**src/rtl/ky32_regfile_sb.sv**
```systemverilog
// Register file with scoreboard: power-up clear sequence, two combinational read
// ports with optional writeback forwarding, and busy-bit issue interlock.
module ky32_regfile_sb #(
  parameter int unsigned XLEN   = 32,
  parameter int unsigned NREG   = 32,
  parameter bit          BYPASS = 1'b1,
  localparam int unsigned AW    = (NREG > 1) ? $clog2(NREG) : 1
) (
  input  logic            clk,
  input  logic            rst,
  output logic            ready,
  input  logic [AW-1:0]   ra_addr,
  input  logic [AW-1:0]   rb_addr,
  output logic [XLEN-1:0] ra_data,
  output logic [XLEN-1:0] rb_data,
  input  logic            we,
  input  logic [AW-1:0]   w_addr,
  input  logic [XLEN-1:0] wd,
  input  logic            iss_valid,
  input  logic [AW-1:0]   iss_rd,
  input  logic            flush,
  output logic            stall,
  output logic            iss_ack
);

  localparam logic [AW:0]   NREG_W = (AW+1)'(NREG);
  localparam logic [AW-1:0] LAST   = AW'(NREG - 1);

  typedef enum logic {S_CLEAR, S_RUN} state_t;

  state_t            state;
  logic [AW-1:0]     clr_cnt;
  logic [NREG-1:0]   busy;
  logic [NREG-1:0]   busy_nxt;
  logic [XLEN-1:0]   regs [NREG];
  logic              wb_live;
  logic              wr_en;
  logic [AW-1:0]     wr_idx;
  logic [XLEN-1:0]   wr_data;

  // Address 0 and addresses past the end of the array are inert.
  function automatic logic addr_ok(input logic [AW-1:0] a);
    return (a != '0) && ({1'b0, a} < NREG_W);
  endfunction

  function automatic logic fwd(input logic [AW-1:0] a);
    return BYPASS && wb_live && (w_addr == a);
  endfunction

  function automatic logic busy_test(input logic [AW-1:0] a);
    return addr_ok(a) && busy[a] && !fwd(a);
  endfunction

  function automatic logic [XLEN-1:0] rd_port(input logic [AW-1:0] a);
    if (!ready || !addr_ok(a)) return '0;
    if (fwd(a)) return wd;
    return regs[a];
  endfunction

  assign wb_live = ready && we && addr_ok(w_addr);

  always_comb begin
    ra_data = rd_port(ra_addr);
    rb_data = rd_port(rb_addr);
  end

  // Issue interlock: RAW on either source, WAW on the destination.
  always_comb begin
    stall   = 1'b1;
    iss_ack = 1'b0;
    if (ready) begin
      stall   = iss_valid && (busy_test(ra_addr) || busy_test(rb_addr) || busy_test(iss_rd));
      iss_ack = iss_valid && !stall;
    end
  end

  // Issue set is applied after writeback clear so a same-edge set wins; flush beats both.
  always_comb begin
    busy_nxt = busy;
    if (flush) begin
      busy_nxt = '0;
    end else begin
      if (wb_live) busy_nxt[w_addr] = 1'b0;
      if (iss_ack && addr_ok(iss_rd)) busy_nxt[iss_rd] = 1'b1;
    end
    busy_nxt[0] = 1'b0;
  end

  // Single array write port shared by the clear sequence and writeback.
  always_comb begin
    wr_en   = 1'b0;
    wr_idx  = clr_cnt;
    wr_data = '0;
    if (state == S_CLEAR) begin
      wr_en = 1'b1;
    end else if (wb_live) begin
      wr_en   = 1'b1;
      wr_idx  = w_addr;
      wr_data = wd;
    end
  end

  always_ff @(posedge clk) begin
    if (wr_en) regs[wr_idx] <= wr_data;
  end

  always_ff @(posedge clk or posedge rst) begin
    if (rst) begin
      state   <= S_CLEAR;
      clr_cnt <= AW'(1);
      ready   <= 1'b0;
      busy    <= '0;
    end else begin
      case (state)
        S_CLEAR: begin
          clr_cnt <= clr_cnt + AW'(1);
          if (clr_cnt == LAST) begin
            state <= S_RUN;
            ready <= 1'b1;
          end
        end
        S_RUN: busy <= busy_nxt;
        default: begin
          state <= S_CLEAR;
          ready <= 1'b0;
        end
      endcase
    end
  end

endmodule

```
**config.mk**
```make
export PLATFORM = sky130hd
export DESIGN_NAME = ky32_regfile_sb
export DESIGN_NICKNAME = d
export VERILOG_FILES = /design/src/rtl/ky32_regfile_sb.sv
export SDC_FILE = /design/constraint.sdc
export NUM_CORES = 1
export LEC_CHECK = 0
export CAP_MARGIN = 10
export CORE_UTILIZATION = 57
export CTS_CLUSTER_DIAMETER = 150
export CTS_CLUSTER_SIZE = 16
export DETAILED_ROUTE_END_ITERATION = 8
export HOLD_SLACK_MARGIN = 0.15
export MAX_ROUTING_LAYER = met4
export PLACE_DENSITY_LB_ADDON = 0.08
export SYNTH_ARGS = -nofsm -noshare
export SYNTH_HDL_FRONTEND = slang
export SYNTH_SLANG_ARGS = --single-unit
```
**constraint.sdc**
```tcl
create_clock -name clk -period 3.83 [get_ports clk]
set_input_delay 0.5745 -clock clk [delete_from_list [all_inputs] [get_ports clk]]
set_output_delay 0.5745 -clock clk [all_outputs]
set_load 0.005 [all_outputs]
```
==> impl_metrics.toml <==
[yosys]
synth_fa_ha_area_share_pct = 0.0492
synthMuxAreaShare_pct = 30.8
synthSimpleGateAreaFrac_pct = 2.14
ys_ff_latch = 1062
netlist_area_sq_mm = 0.0509
synthCells = 2454
synth.avg_cell_area_sq_um = 20.7
ys_seq_area_share_pct = 62.3
synth_compound_area_share_pct = 2.49
ys_types = 53
ys.flop_type = "edfxtp_1"
synth-xor-area-share_pct = 0.310
ys_async_sr_fraction_pct = 3.58
synth_edf_count = 1024
synth_top_family_by_area = "multiplexers"
syn-num-nets = 2513
ys_warn_count = 0

[placed_design]
dp_cells = 3813
dp_hpwl_um = 87000
place_area_sq_mm = 0.0562
port_buffers = 123
gp_congestion = 0.903
pre_cts_ws_ns = -0.102

[sta]
final_hold_viol_count = 0
worstMarginPinSlew_ns = 1.26
finClkSkew_ns = 0.0406
fin_crit_sh_pct = 99.2
fmax_mhz = 263
slew_viol_final = 0
setup_ws_ns = 0.0296
setup-tns-final_ns = 0
relSlewSlack_pct = 16.2
rsz0062_at_grt = "false"
holdWs_ns = 0.417
fin_crit_ns = 3.80
finalSetupViolCount = 0

[cells_and_area]
postLayoutCellArea_sq_mm = 0.0585
finalNetCount = 2788
layout-drive-gt1-share_pct = 40.1
utilization_pct = 66.2
layoutNonFillerInstCount = 3912
areaGrowthSynthToFinish_pct = 15.0

[pwr]
total_leakage_power_nw = 20.3
p_int_mw = 17.6
power_switching_mw = 5.08
clkPwrFrac_pct = 33.3
power.total_mw = 22.6
seq_power_share_pct = 56.4
vdd_drop_max_uv = 446
power.density_mw_per_mm2 = 387
comb_power_share_pct = 10.3
swShare_pct = 22.4

[detailed_routing]
first_pass_iters = 7
ant_nets = 0
viasPerCell = 7.42
drtIter0Drc = 3860
wire_per_inst_um = 37.2
drc = 0
vias = 29000
wl_um = 146000

[global_routing]
grt_pass1_wl_um = 208000
antenna_found_initial = 1
busiest_layer = "met2"
grt_util_met2_pct = 52.8
grt_pass1_vias = 29300
grt_max_degree = 61
grt_overflow = 0
use_met1_pct = 47.2
grt.total_usage_pct = 33.9
use_met3_pct = 5.18

[floorplan]
dieArea_sq_mm = 0.0904
die_width_um = 301
start_util_pct = 57.5
ios = 124
die_y_um = 301
rows = 109
core_sq_mm = 0.0884

[critical_path]
path_class = "primary input to output pin"
r2r-start = "ready$_DFFE_PP0P_"
crit_end = "ra_data[31]"
worst_ep_required_time_ns = 3.26
worst_r2r_path_depth = 7
critical_path_arrival_ns = 3.23
startpoint_type = "primary input"
crit_fanout = 14
cp-end-kind = "output pin"
startpoint = "ra_addr[3]"
rr_endpoint = "regs[31][20]$_DFFE_PP_"
r2r_slack_ns = 1.10

[clock_tree]
clk_path_buf_depth = 3
path_clk_slew_ns = 0.09
cts.sinks = 1062
clk_latency_ns = 0.65
numCtsBuffers = 76
cts_root_buf = "clkbuf_16"
cts-hold-fix-buffers = 0
cts_tree = "yes"
cts_max_level = 3

[status]
outcome = "finished, final reports clean"

[worst_hold_path]
hold_class = "primary input to asynchronous set/reset pin"

[run]
drv_cap = 0
-- synth_stat cells, types with 2 or more instances --
| cell type | number | area share [%] |
|---|---|---|
| a2111oi_0 | 2 | 0.034 |
| a211oi_1 | 64 | 0.94 |
| a21o_1 | 2 | 0.030 |
| a21oi_1 | 43 | 0.42 |
| and3_1 | 36 | 0.44 |
| and3b_1 | 2 | 0.034 |
| buf_1 | 42 | 0.31 |
| buf_2 | 48 | 0.47 |
| buf_4 | 3 | 0.044 |
| buf_6 | 4 | 0.089 |
| clkbuf_1 | 117 | 0.86 |
| dfrtp_1 | 37 | 1.8 |
| edfxtp_1 | 1024 | 60 |
| ha_1 | 2 | 0.049 |
| inv_1 | 4 | 0.030 |
| mux2_2 | 5 | 0.11 |
| mux2i_1 | 84 | 1.7 |
| mux4_2 | 656 | 29 |
| nand2_1 | 27 | 0.20 |
| nand2b_1 | 3 | 0.037 |
| nand3_1 | 7 | 0.069 |
| nand4_1 | 2 | 0.025 |
| nor2_1 | 107 | 0.79 |
| nor2b_1 | 4 | 0.049 |
| nor3_1 | 8 | 0.079 |
| nor3b_1 | 9 | 0.13 |
| nor4_1 | 4 | 0.049 |
| nor4b_1 | 5 | 0.086 |
| nor4bb_1 | 2 | 0.039 |
| o21ai_0 | 31 | 0.31 |
| o31ai_1 | 25 | 0.37 |
| o41ai_1 | 3 | 0.052 |
| o41ai_2 | 5 | 0.16 |
| or3_1 | 2 | 0.025 |
| xnor2_1 | 13 | 0.22 |
| xor2_1 | 5 | 0.086 |
-- final cells by class --
class                      instances  area (sq um)
antenna                            1          2.50
multi-input combinational       1172         18500
inverter                           5          23.8
clock inverter                     5          68.8
fill                            5733         29900
sequential                      1062         31700
clock buffer                      90          2000
timing repair buffer             412          4690
tap                             1165          1460
-- worst min-delay path by stage --
stage,end,slack [ns],depth (start not counted)
floorplan,busy[4]$_DFFE_PP0P_,0.48,2
global placement,clr_cnt[0]$_DFFE_PP1N_,0.52,1
detailed placement,clr_cnt[0]$_DFFE_PP1N_,0.52,1
CTS,busy[6]$_DFFE_PP0P_,0.43,2
global route,busy[7]$_DFFE_PP0P_,0.48,2
finish,busy[6]$_DFFE_PP0P_,0.42,2
-- what timing repair did --
item / in CTS / in global routing
pin swaps: 0 / 1
gates resized for setup: 4 / 20
setup endpoints to repair: 9 / 14
cloned: 1 / 1
buffers inserted: 0 / 1
-- kinds of logic after synthesis --
kind of cell / after synthesis
AO/OA/AOI/OAI: 184
flip-flops: 1062
AND/OR/NAND/NOR: 223
adder cells (fa/ha/maj): 2
multiplexers: 745
buffers and inverters: 220
XOR/XNOR: 18
-- sequential cells by signal, summed over array words and instances, names as in the netlist --
signal and flops:
ready 1, clr_cnt 5, busy 31, state 1, regs 1024
-- layer usage --
layer / part of all wire [%] / up-vias
li1: - / 11300
met1: 37 / 15500
met2: 49 / 1880
met3: 10 / 287
met4: 3.4 / 0
met5: 0 / -
-- power groups by stage --
| stage | Sequential, mW | Combinational, mW | Clock [mW] |
|---|---|---|---|
| finish | 12.8 | 2.33 | 7.55 |
| global route | 12.8 | 2.44 | 8.01 |
| CTS | 12.8 | 2.33 | 7.65 |
| detailed placement | 13.0 | 2.31 | 0 |
| global placement | 13.0 | 2.29 | 0 |
| floorplan | 13.0 | 1.32 | 0 |
-- layout by cell type, fill, tap and decap left out, types with 5 or more instances in the layout --
cell,synthesis,routed
nor3_1,8,7
clkdlybuf4s50_1,0,108
a211oi_1,64,59
dfrtp_1,37,36
mux2_2,5,5
mux4_2,656,656
a211oi_2,0,5
buf_6,4,5
clkbuf_1,117,12
nand3_1,7,7
nor2_4,0,32
a21oi_1,43,39
xnor2_1,13,13
buf_12,0,95
nand2_1,27,25
nor3b_1,9,9
mux2i_1,84,81
dlymetal6s2s_1,0,5
and3_1,36,36
edfxtp_1,1024,1024
clkbuf_16,0,79
o41ai_2,5,5
nor4b_1,5,5
buf_4,3,192
nor2_1,107,75
o21ai_0,31,31
o31ai_1,25,25
xor2_1,5,5
-- critical path, stage by stage --
cell and delay, ns:
clkdlybuf4s50_1 0.55, inv_6 0.26, buf_12 0.24, mux4_2 0.55
mux2i_2 0.31, buf_4 0.18, a211oi_1 0.07, clkdlybuf4s50_1 0.46
No activity file was read; power rests on OpenSTA's default activity.
